$ cat src/rtl/cpu_pkg.sv
`default_nettype none
// ============================================================================
// Module      : cpu_pkg
// Description : Shared phase codes and sizing helpers for the CPU sequencer.
// Revision    : 1.0 - initial release
// ============================================================================
package cpu_pkg;

    typedef enum logic [2:0] {
        PH_FETCH   = 3'd0,
        PH_DECODE  = 3'd1,
        PH_EXECUTE = 3'd2,
        PH_STORE   = 3'd3,
        PH_MEMORY  = 3'd4,
        PH_HALT    = 3'd5
    } phase_t;

    // Codes 0-3 keep the encoding of the old 2-bit phase bus.
    localparam logic [2:0] C_FETCH   = 3'd0;
    localparam logic [2:0] C_DECODE  = 3'd1;
    localparam logic [2:0] C_EXECUTE = 3'd2;
    localparam logic [2:0] C_STORE   = 3'd3;
    localparam logic [2:0] C_MEMORY  = 3'd4;
    localparam logic [2:0] C_HALT    = 3'd5;

    function automatic int cnt_width(input int a, input int b);
        int m;
        m = (a > b) ? a : b;
        return $clog2(m) + 1;
    endfunction

endpackage
`default_nettype wire

$ cat src/rtl/wait_counter.sv
`default_nettype none
// ============================================================================
// Module      : wait_counter
// Description : Saturating latency counter shared by the FETCH and MEMORY waits.
// Revision    : 1.0 - initial release
// ============================================================================
module wait_counter
    import cpu_pkg::*;
#(
    parameter int FETCH_LAT = 1,
    parameter int MEM_LAT   = 1,
    parameter int W         = cnt_width(FETCH_LAT, MEM_LAT)
) (
    input  logic clk,
    input  logic reset,
    input  logic clear,
    input  logic inc,
    input  logic sel_mem,
    output logic done
);

    localparam logic [W-1:0] C_FETCH_LIM = W'(FETCH_LAT - 1);
    localparam logic [W-1:0] C_MEM_LIM   = W'(MEM_LAT - 1);

    logic [W-1:0] r_cnt;
    logic [W-1:0] w_lim;

    assign w_lim = sel_mem ? C_MEM_LIM : C_FETCH_LIM;
    assign done  = (r_cnt >= w_lim);

    // Saturates at the limit so a late ack is honoured on the very cycle it arrives.
    always_ff @(posedge clk) begin
        if (reset || clear) begin
            r_cnt <= '0;
        end else if (inc && !done) begin
            r_cnt <= r_cnt + 1'b1;
        end
    end

endmodule
`default_nettype wire

$ cat src/rtl/phase_sequencer.sv
`default_nettype none
// ============================================================================
// Module      : phase_sequencer
// Description : Multi-cycle instruction phase FSM with memory waits, stall,
//               halt and retired-instruction count.
// Revision    : 1.0 - initial release
// ============================================================================
module phase_sequencer
    import cpu_pkg::*;
#(
    parameter int FETCH_LAT = 1,
    parameter int MEM_LAT   = 1,
    parameter int RET_W     = 16
) (
    input  logic             clk,
    input  logic             reset,
    input  logic             enable,
    input  logic             stall,
    input  logic             mem_ready,
    input  logic             need_mem,
    input  logic             halt_req,
    output logic [2:0]       phase,
    output logic             ir_load,
    output logic             pc_inc,
    output logic             halted,
    output logic [RET_W-1:0] retired
);

    logic [2:0]       r_phase;
    logic             r_mem_flag;
    logic             r_boot;
    logic [RET_W-1:0] r_retired;

    logic [2:0] w_next;
    logic       w_advance;
    logic       w_illegal;
    logic       w_go;
    logic       w_change;
    logic       w_waiting;
    logic       w_done;
    logic       w_fetch_exit;

    assign w_advance    = enable & ~stall;
    assign w_illegal    = (r_phase > C_HALT);
    // HALT ignores every input; illegal codes recover to STORE unconditionally.
    assign w_go         = (w_advance & (r_phase != C_HALT)) | w_illegal;
    assign w_change     = w_go & (w_next != r_phase);
    assign w_waiting    = (r_phase == C_FETCH) | (r_phase == C_MEMORY);
    assign w_fetch_exit = (r_phase == C_FETCH) & w_done & mem_ready;

    wait_counter #(
        .FETCH_LAT (FETCH_LAT),
        .MEM_LAT   (MEM_LAT)
    ) u_wait (
        .clk     (clk),
        .reset   (reset),
        .clear   (w_change),
        .inc     (w_advance & w_waiting),
        .sel_mem (r_phase == C_MEMORY),
        .done    (w_done)
    );

    always_comb begin
        w_next = r_phase;
        case (r_phase)
            C_STORE:   w_next = C_FETCH;
            C_FETCH:   if (w_done && mem_ready) w_next = C_DECODE;
            C_DECODE:  w_next = halt_req ? C_HALT : C_EXECUTE;
            C_EXECUTE: w_next = r_mem_flag ? C_MEMORY : C_STORE;
            C_MEMORY:  if (w_done && mem_ready) w_next = C_STORE;
            C_HALT:    w_next = C_HALT;
            default:   w_next = C_STORE;
        endcase
    end

    always_ff @(posedge clk) begin
        if (reset) begin
            r_phase    <= C_STORE;
            r_mem_flag <= 1'b0;
            r_boot     <= 1'b1;
            r_retired  <= '0;
        end else begin
            if (w_go) begin
                r_phase <= w_next;
            end
            if (w_advance && (r_phase == C_DECODE) && !halt_req) begin
                r_mem_flag <= need_mem;
            end
            // The STORE exit straight out of reset retires nothing.
            if (w_advance && (r_phase == C_STORE)) begin
                if (r_boot) begin
                    r_boot <= 1'b0;
                end else begin
                    r_retired <= r_retired + 1'b1;
                end
            end
        end
    end

    assign phase   = r_phase;
    assign ir_load = ~reset & w_advance & w_fetch_exit;
    assign pc_inc  = ~reset & w_advance & (r_phase == C_STORE);
    assign halted  = (r_phase == C_HALT);
    assign retired = r_retired;

endmodule
`default_nettype wire

$ cat config.mk
export PLATFORM = sky130hd
export DESIGN_NAME = phase_sequencer
export DESIGN_NICKNAME = d
export VERILOG_FILES = /design/src/rtl/cpu_pkg.sv /design/src/rtl/wait_counter.sv /design/src/rtl/phase_sequencer.sv
export SDC_FILE = /design/constraint.sdc
export NUM_CORES = 1
export LEC_CHECK = 0
export ABC_AREA = 1
export BUFFER_PORTS_ARGS = -buffer_cell sky130_fd_sc_hd__buf_4
export CAP_MARGIN = 20
export CORE_ASPECT_RATIO = 2
export CORE_MARGIN = 2
export CORE_UTILIZATION = 50
export CTS_BUF_LIST = sky130_fd_sc_hd__clkbuf_2
export DETAILED_ROUTE_END_ITERATION = 16
export MAX_ROUTING_LAYER = met4
export PLACE_DENSITY_LB_ADDON = 0.12
export SYNTH_ARGS = -nofsm -noshare
export SYNTH_HDL_FRONTEND = slang
export SYNTH_HIERARCHICAL = 1
export SYNTH_SLANG_ARGS = --single-unit
$ cat constraint.sdc
create_clock -name clk -period 1.4 [get_ports clk]
set_clock_uncertainty 0.2 [all_clocks]
set_input_delay 0.21 -clock clk [delete_from_list [all_inputs] [get_ports clk]]
set_output_delay 0.21 -clock clk [all_outputs]
set_load 0.02 [all_outputs]
==> results.txt <==
----------------------------------------------------
[Status]
  Status ... finished, violations left
  Violated checks ... hold timing, setup timing

[Placement]
  Number of buffers inserted by port buffering ... 28
  Place WS ... -103 ps
  Final weighted congestion of routability-driven global placement ... 0.827
  HPWL after detailed placement ... 2.77 mm
  Area after DPL ... 1650 µm²

[CTS]
  Number of clock sinks seen by CTS ... 21
  Buffer cell driving the clock tree root ... clkbuf_2
  Total number of H-tree levels ... 1
  Clock-pin slew on the worst setup and hold paths ... 240 ps
  Clock buffer depth ... 2
  Source-to-sink clock delay at the later pin of the worst-skew pair ... 360 ps
  Number of buffers inserted during clock tree synthesis ... 3
  Clock tree from TritonCTS ... done

[Global route]
  Total congestion overflow after global routing ... 0
  Vias in the first global route ... 1479
  Global-route wire length before repair ... 6.26 mm
  Number of antenna violations at the first check in global routing ... 0
  GRT Resource Usage Total ... 32.3%
  Largest net degree at the start of global routing ... 13

[Worst hold path]
  Worst hold path depth ... 3
  Path category of the worst min-delay check ... input port to register

[Pwr]
  Max rail drop VDD ... 631 µV
  Switching power ... 457 µW
  Leakage ... 1.03 nW
  Cell-internal power ... 857 µW
  Clock Power Share ... 21.8%
  Cell area power density ... 617 nW/µm²
  Logic gate share of total power ... 28.9%
  Net switching share of the total power ... 34.8%
  Sequential share of power ... 49.2%

[Job]
  Max Cap Violations ... 0

[Yosys]
  Mapped Area ... 1230 µm²
  Gate count after technology mapping ... 189
  Warnings, synthesis ... 6
  Mean instance size in the synthesized netlist ... 6.49 µm²
  Post-Synthesis Net Count ... 197

[Route]
  Detailed router's first-iteration violation count ... 81
  Post-route DRC violation count ... 0
  Vias after detailed routing ... 1576
  Number of search-and-repair iterations in the first detailed-routing pass ... 5
  Via/cell ratio ... 5.63
  Routed wire length ... 5.19 mm
  DR WL/cell ... 18.5 µm
  Antenna-violating nets left ... 0

[STA]
  Fin. Hold Viols ... 1
  Unrepaired setup endpoints after global routing ... yes
  Setup slack after layout ... -304 ps
  Fin crit period ... 1700 ps
  Number of endpoints failing setup at the final stage ... 31
  Worst Hold Margin ... -8.52 ps
  Period utilization ... 122%
  Timing-limited maximum frequency ... 587 MHz
  Final max-slew violation count ... 0
  Sum of negative setup slack ... -4060 ps

[Finish]
  FILL cells ... 102
  Post-Route Utilization ... 90.8%
  Layout area overhead ... 73.8%
  Diode count ... 0
  Fraction of layout cells with a size suffix above 1 ... 57.3%
  Final std cell area, no fill ... 2130 µm²
  Number of nets at the end of the flow ... 262

[Setup path]
  Maximum net fanout on the critical path ... 5
  Crit Path Category ... register to output port
  Data arrival time of the worst path ... 1290 ps
  Depth of the worst register-to-register path ... 7
  Category of the worst setup path capture point ... output port
  Nature of the critical path startpoint ... register
  CP required ... 990 ps

[Floorplanning]
  Area of the die ... 2890 µm²
  Area of the core region ... 2350 µm²
  Chip width ... 39.0 µm
  Height of the die ... 74.0 µm
  Initial core utilization ... 52.3%
  Row count ... 25
  Number of primary I/O pins ... 29

----------------------------------------------------
## power groups by stage
stage	Sequential, mW	Combinational (mW)	Clock (mW)
after detailed placement	0.655	0.257	0
after CTS	0.648	0.302	0.264
after floorplan	0.660	0.161	0
final	0.647	0.380	0.287
after global routing	0.648	0.400	0.306
after global placement	0.655	0.251	0
## final timing paths
path,start,to,slack [ps]
max,phase[0],ir_load,-300
min,reset,retired[12],-9
max reg2reg,phase[1],retired[13],-240
min reg2reg,r_boot,r_boot,310
## what timing repair did
action                                  in CTS  in global routing
gates resized for setup                     45                 60
hold buffers                                 1                  0
hold endpoints to repair                     1                  0
buffers inserted                             8                  8
endpoints found under the setup margin      25                 36
cloned                                       0                  0
pin swaps                                   10                 14
## layout make-up
class / count / area, µm² / area share [%]
clock buffer: 4 / 20.0 / 0.940
inverter: 36 / 143 / 6.69
multi-input combinational: 126 / 858 / 40.3
sequential: 21 / 462 / 21.7
tap: 27 / 33.8 / 1.59
timing repair buffer: 66 / 614 / 28.8
## layout by cell type, fill, tap and decap left out, types with 3 or more instances in the layout
| master | instances |
|---|---|
| a21oi_1 | 8 |
| a21oi_2 | 6 |
| buf_4 | 34 |
| buf_6 | 31 |
| clkbuf_2 | 4 |
| dfxtp_1 | 6 |
| dfxtp_2 | 6 |
| dfxtp_4 | 9 |
| inv_1 | 27 |
| inv_2 | 6 |
| inv_4 | 3 |
| nand2_1 | 28 |
| nand2_2 | 7 |
| nand2_4 | 6 |
| nand3_1 | 12 |
| nand3_2 | 3 |
| nand3_4 | 3 |
| nand4_1 | 4 |
| nor2_1 | 13 |
| nor2_2 | 8 |
| nor2_4 | 6 |
| o21ai_1 | 6 |
| o21ai_2 | 6 |
## stage by stage
| stage | cells | total power [mW] |
|---|---|---|
| global placement | 259 | 0.906 |
| CTS | 272 | 1.21 |
| detailed placement | 259 | 0.912 |
| floorplan | 189 | 0.821 |
| global route | 280 | 1.35 |
| finish | 280 | 1.31 |
## layer usage
layer  vias up  GRT usage [%]  part of all wire, %
met3        41           3.28                  6.0
met5         -              -                    0
li1        717              -                    -
met1       715           24.2                   29
met2       103           61.5                   58
met4         0           25.7                  7.0
## critical path, stage by stage, from the launching register on
cell	delay, ps
dfxtp_4	440
nor2_4	140
nand3_2	110
nor2_2	120
buf_6	130
## registers in the layout (all words and copies together) (netlist names)
register    flops
r_boot          1
phase           3
r_mem_flag      1
retired        16
Note: power is estimated with default switching activity, not from simulation.
